[config.mk]
export PLATFORM = sky130hd
export DESIGN_NAME = regfile_arbiter
export DESIGN_NICKNAME = d
export VERILOG_FILES = /design/src/rtl/regfile_arbiter.sv
export SDC_FILE = /design/constraint.sdc
export NUM_CORES = 1
export LEC_CHECK = 0
export CORE_MARGIN = 5
export CORE_UTILIZATION = 35
export CTS_CLUSTER_DIAMETER = 80
export CTS_CLUSTER_SIZE = 16
export DETAILED_ROUTE_END_ITERATION = 6
export PLACE_DENSITY_LB_ADDON = 0.3
export SETUP_SLACK_MARGIN = 0.1
export SYNTH_ARGS = -nofsm -noshare
export SYNTH_HDL_FRONTEND = slang
export SYNTH_SLANG_ARGS = --single-unit
[constraint.sdc]
create_clock -name clk -period 1.8 [get_ports clk]
set_input_delay 0.18 -clock clk [delete_from_list [all_inputs] [get_ports clk]]
set_output_delay 0.18 -clock clk [all_outputs]
set_load 0.05 [all_outputs]
[src/rtl/regfile_arbiter.sv]
// regfile_arbiter: two-requester front end for a single-port register file with
// a registered address/data/write-enable interface and an asynchronous read.
// One transaction is in flight at a time: IDLE -> ISSUE -> RESP -> IDLE(ack).
// In the cycle an ack is high no new grant is made, so a held request is
// re-arbitrated only in the following IDLE cycle.
// Build macro REGFILE_ARB_RR_EN: when defined, contested arbitration is
// round-robin; when undefined, requester 0 always wins and no pointer exists.

`ifndef ADDR_W
`define ADDR_W 4
`endif
`ifndef DATA_W
`define DATA_W 8
`endif
`ifndef ENABLE_
`define ENABLE_ 1'b0
`endif
`ifndef DISABLE_
`define DISABLE_ 1'b1
`endif

module regfile_arbiter #(
    parameter int unsigned ADDR_W = `ADDR_W,
    parameter int unsigned DATA_W = `DATA_W
) (
    input  logic              clk,
    input  logic              reset,
    input  logic [1:0]        req,
    input  logic              we0_,
    input  logic              we1_,
    input  logic [ADDR_W-1:0] addr0,
    input  logic [ADDR_W-1:0] addr1,
    input  logic [DATA_W-1:0] wdata0,
    input  logic [DATA_W-1:0] wdata1,
    output logic [1:0]        ack,
    output logic [DATA_W-1:0] rdata,
    output logic [ADDR_W-1:0] rf_addr,
    output logic [DATA_W-1:0] rf_d_in,
    output logic              rf_we_,
    input  logic [DATA_W-1:0] rf_d_out
);

    typedef enum logic [1:0] {
        IDLE  = 2'd0,
        ISSUE = 2'd1,
        RESP  = 2'd2
    } state_t;

    state_t            state;
    state_t            state_nxt;
    logic              grant;
    logic              grant_nxt;
    logic              win;
    logic [1:0]        ack_nxt;
    logic [DATA_W-1:0] rdata_nxt;
    logic [ADDR_W-1:0] rf_addr_nxt;
    logic [DATA_W-1:0] rf_d_in_nxt;
    logic              rf_we_nxt;

`ifdef REGFILE_ARB_RR_EN
    logic              prio;
    logic              prio_nxt;

    // Winner select: pointer breaks ties, a lone request always wins
    always_comb begin
        win = (req == 2'b11) ? prio : req[1];
    end
`else
    // Winner select: requester 0 wins whenever it is requesting
    always_comb begin
        win = ~req[0];
    end
`endif

    // Next-state and next-output logic
    always_comb begin
        state_nxt   = state;
        grant_nxt   = grant;
        ack_nxt     = 2'b00;
        rdata_nxt   = rdata;
        rf_addr_nxt = rf_addr;
        rf_d_in_nxt = rf_d_in;
        rf_we_nxt   = `DISABLE_;
`ifdef REGFILE_ARB_RR_EN
        prio_nxt    = prio;
`endif
        case (state)
            IDLE: begin
                // No grant while an ack is out: the acked requester may still
                // be holding its request this cycle.
                if ((|req) && (ack == 2'b00)) begin
                    grant_nxt   = win;
                    rf_addr_nxt = win ? addr1 : addr0;
                    rf_d_in_nxt = win ? wdata1 : wdata0;
                    rf_we_nxt   = win ? we1_ : we0_;
                    state_nxt   = ISSUE;
`ifdef REGFILE_ARB_RR_EN
                    prio_nxt    = ~win;
`endif
                end
            end
            ISSUE: begin
                // Write (if any) commits at the end of this cycle
                state_nxt = RESP;
            end
            RESP: begin
                // Async read now reflects any write just committed
                rdata_nxt = rf_d_out;
                ack_nxt   = grant ? 2'b10 : 2'b01;
                state_nxt = IDLE;
            end
            default: begin
                state_nxt = IDLE;
            end
        endcase
    end

    // State and registered outputs, synchronous reset
    always_ff @(posedge clk) begin
        if (reset) begin
            state   <= IDLE;
            grant   <= 1'b0;
            ack     <= 2'b00;
            rdata   <= '0;
            rf_addr <= '0;
            rf_d_in <= '0;
            rf_we_  <= `DISABLE_;
        end else begin
            state   <= state_nxt;
            grant   <= grant_nxt;
            ack     <= ack_nxt;
            rdata   <= rdata_nxt;
            rf_addr <= rf_addr_nxt;
            rf_d_in <= rf_d_in_nxt;
            rf_we_  <= rf_we_nxt;
        end
    end

`ifdef REGFILE_ARB_RR_EN
    // Round-robin pointer, requester 0 favoured out of reset
    always_ff @(posedge clk) begin
        if (reset) begin
            prio <= 1'b0;
        end else begin
            prio <= prio_nxt;
        end
    end
`endif

endmodule
======== Word-level counts from Yosys, hierarchy flattened ========
Index checks and enable logic that the tools add are counted.
Widths: inputs -> output; s select.
operators by class
  muxes and demuxes ....................... 6
  bitwise operators ....................... 4
  equal/unequal tests ..................... 3
  reduce and logical (&&, ||, !) cells .... 7
operator list
  kind                number
  $mux 8              1
  $logic_not 2->1     2
  $mux 2              2
  $mux 4              1
  $not 1->1           4
  $pmux 2 s2          1
  $reduce_or 2->1     2
  $reduce_or 3->1     1
  $eq 2x1->1 const B  1
  $eq 2x2->1 const B  1
  $ne 2x2->1 const B  1
  $reduce_and 2->1    1
  $logic_and 1x1->1   1
  $mux 1              1
word-level totals
  flip-flop bits (word level) ............. 26
  logic and storage cells ................. 27
  output and inout bits ................... 23
  input bits .............................. 38

======== Depth between registers and ports, before layout ========
  depth in word-level cells ............... 4
  mapped depth ............................ 6
  mapped depth without buffers ............ 3

======== Worst setup path before layout ========
OpenSTA, ideal clock, no wires.
  path type ............................... flip-flop to flip-flop
  from .................................... reg ack[1]
  to ...................................... reg rf_addr[0]
  path buffers ............................ 2
  slack ................................... 362 ps
  data arrival time ....................... 1294 ps
  library setup time ...................... 143 ps
  stages on the path, launching flop included .. 6
  clock period less this slack ............ 1438 ps
  cells stage by stage .................... dfxtp_1 > nor4_4 > and2_1 > buf_6 > buf_6 > a211oi_2
between the ends
  word-level cells in the longest chain between the ends .. 3
ends and longest elaborated chain
  item                        line  source
  start, declared             35    output logic [1:0] ack,
  start signal, assigned      131   ack <= ack_nxt;
  $logic_not 2->1             91    if ((|req) && (ack == 2'b00)) begin
  $logic_and 1x1->1           91
  $reduce_and 2->1 (no line)  n/a
  end signal, assigned        133   rf_addr <= rf_addr_nxt;
  end, declared               37    output logic [ADDR_W-1:0] rf_addr,
No other way between the ends.
A chain may end at the register's enable or synchronous reset.

======== Worst setup path after layout ========
  from .................................... reg rf_d_in[3]
  to ...................................... out rf_d_in[3]
RTL lines
  item                    line  source
  start, declared         38    output logic [DATA_W-1:0] rf_d_in,
  start signal, assigned  134   rf_d_in <= rf_d_in_nxt;
No word-level cell between the ends.

==> impl_metrics.py <==
metrics = {
    "layout": {
        "layout_common_cells": "40 x clkdlybuf4s50_1, 26 x dfxtp_1, 21 x a21oi_1",
        "diodes": 0,
        "final_common_cell": "clkdlybuf4s50_1",
        "syn_to_final_growth_pct": 62.8,
        "final_nets": 206,
        "finalNonFillerCells": 211,
        "drive_gt1_share_pct": 12.0,
    },
    "synth": {
        "synth.distinct_cells": 17,
        "syn_area_sq_um": 1110,
        "syn-num-nets": 148,
        "ys_ff_latch": 26,
        "synthCells": 110,
        "syn_area_per_cell_sq_um": 10.1,
        "yosys_warnings": 0,
        "synth.yosys.seq_area_share_pct": 47.0,
    },
    "floorplanning": {
        "die_y_um": 66.2,
        "start_util_pct": 36.3,
        "core_sq_um": 3050,
        "num_io_pins": 61,
        "die_w_um": 66.2,
        "die-area_sq_um": 4390,
        "rows": 20,
    },
    "min_path": {
        "hold-path-cell-count": 3,
        "min_to": "rdata[6]",
        "hp-class": "in2reg",
        "hold_path.startpoint": "rf_d_out[6]",
    },
    "detailed_routing": {
        "via_per_inst": 4.71,
        "post_drt_wl_per_cell_um": 13.7,
        "detail_route.iter0.violations": 34,
        "wl_mm": 2.90,
        "ant_nets": 0,
        "drc_errors": 0,
        "first_pass_iters": 2,
        "vias": 994,
    },
    "timing": {
        "fin_worst_skew_ns": 0.00301,
        "max_slew.worst_pin.slew_ns": 0.545,
        "min_period_over_period_pct": 91.8,
        "hold_violations": 0,
        "finalSetupViolCount": 0,
        "period_minus_slack_ns": 1.65,
        "fmax_mhz": 605,
        "slew_headroom_pct": 63.6,
        "rsz0062_at_grt": "false",
        "final_max_slew_viol_count": 0,
        "setup_tns_ns": 0,
        "fin_hold_ws_ns": 0.392,
    },
    "worst_setup_path": {
        "crit_buf_inv": 1,
        "worstSetupPathType": "reg2out",
        "r2r_end": "rf_d_in[1]",
        "critPathSlowestCell": "clkdlybuf4s50_1",
        "cpPeakStageDelay_ns": 0.80,
        "path_delay_family": "buffers and inverters",
        "required_ns": 1.62,
        "arrival_ns": 1.47,
        "reg2regPathDepth": 3,
        "cp-end-kind": "primary output",
        "cp_max_fo": 2,
        "reg2reg_slack_ns": 0.46,
        "crit_path_start_kind": "register",
        "path_cells": "clkdlybuf4s50_1",
        "timing.rr.start": "state[0]",
    },
    "power": {
        "p_leak_nw": 0.928,
        "vdd_drop_max_mv": 0.382,
        "power.total_mw": 1.46,
        "power_density_nw_per_um2": 809,
    },
    "clocking": {
        "hold_buffers": 0,
        "post_cts_buffers": 0,
        "cts_resized": 3,
        "root_buffer": "clkbuf_4",
        "cts_sinks": 26,
        "h-tree-depth": 1,
        "cts_made_buffers": 3,
        "clk_path_buf_depth": 2,
        "tritoncts": "done",
        "clk_latency_ns": 0.32,
        "clk_pin_slew_ns": 0.14,
    },
    "placement": {
        "placed_cells": 207,
        "dp_hpwl_mm": 2.21,
        "gp_congestion": 0.665,
        "port_buffers": 60,
    },
    "flow_run": {
        "drv_cap": 0,
    },
    "global_routing": {
        "grt_pass1_wl_mm": 4.71,
        "antenna_found_initial": 0,
        "track_usage_pct": 13.9,
        "grt_max_degree": 27,
        "grt-ovfl-total": 0,
        "first_global_vias": 1040,
    },
    "status": {
        "outcome": "complete, no violations",
    },
}
worst max path at each step:
stage / from / end / slack [ns] / depth (start not counted)
2_1_floorplan: ack[1] / rf_addr[0] / 0.36 / 5
3_3_place_gp: req[0] / grant / 0.18 / 4
3_5_place_dp: req[0] / rf_d_in[0] / 0.12 / 4
4_1_cts: rf_d_in[5] / rf_d_in[5] / 0.11 / 1
5_1_grt: rf_d_in[3] / rf_d_in[3] / 0.10 / 1
6_report: rf_d_in[3] / rf_d_in[3] / 0.15 / 1
per-layer routing:
metal	vias to the layer above	part of all wire [%]	global-route usage, %
met2	33	49	24.0
met1	450	41	15.3
met3	4	7.6	4.08
met4	0	1.7	7.11
li1	507	-	-
met5	-	0	0
cells by family (layout without fill, tap and decap cells):
kind of cell	Yosys count	count (layout)	share of synthesized area, %
AND/OR/NAND/NOR	26	26	12.9
AO/OA/AOI/OAI	34	34	22.4
buffers and inverters	11	68	5.99
flip-flops	26	26	47.0
multiplexers	13	13	11.8
state kept, by name (all words and copies together) (netlist names):
signal	count
rdata	8
rf_d_in	8
rf_addr	4
ack	2
state	2
grant	1
rf_we_	1
cells in the mapped netlist:
library cell,n,area (sq um)
nand2b_1,1,6.26
and2_1,1,6.26
nor2b_1,2,12.5
nor4_4,1,21.3
a211oi_1,4,30.0
dfxtp_1,26,521
a211oi_2,9,113
buf_2,2,10.0
buf_6,3,33.8
nand2_1,16,60.1
a21oi_1,21,105
nor3_1,1,5.00
or2_4,1,8.76
nand3b_1,1,7.51
nor3b_1,2,15.0
clkbuf_1,6,22.5
mux2i_1,13,130
metrics by stage:
stage                     util (%)  setup slack, ns  cell area [sq um]
after floorplan                  -            0.362               1110
after global placement        56.6            0.184               1730
after detailed placement      56.6            0.118               1730
after CTS                     57.6            0.108               1760
after global routing          59.1            0.102               1800
final                         59.1            0.148               1800
area by class of cell:
cell class | instances | area [sq um]
Fill cell | 272 | 1250
Timing Repair Buffer | 64 | 669
Multi-Input combinational cell | 73 | 522
Sequential cell | 26 | 520
Tap cell | 44 | 55.1
Clock buffer | 4 | 36.3
power breakdown:
group	switching, mW	internal (mW)
sequential	0.0295	0.627
combinational	0.293	0.217
clock	0.169	0.124
total	0.491	0.968
No activity file was read; power rests on OpenSTA's default activity.
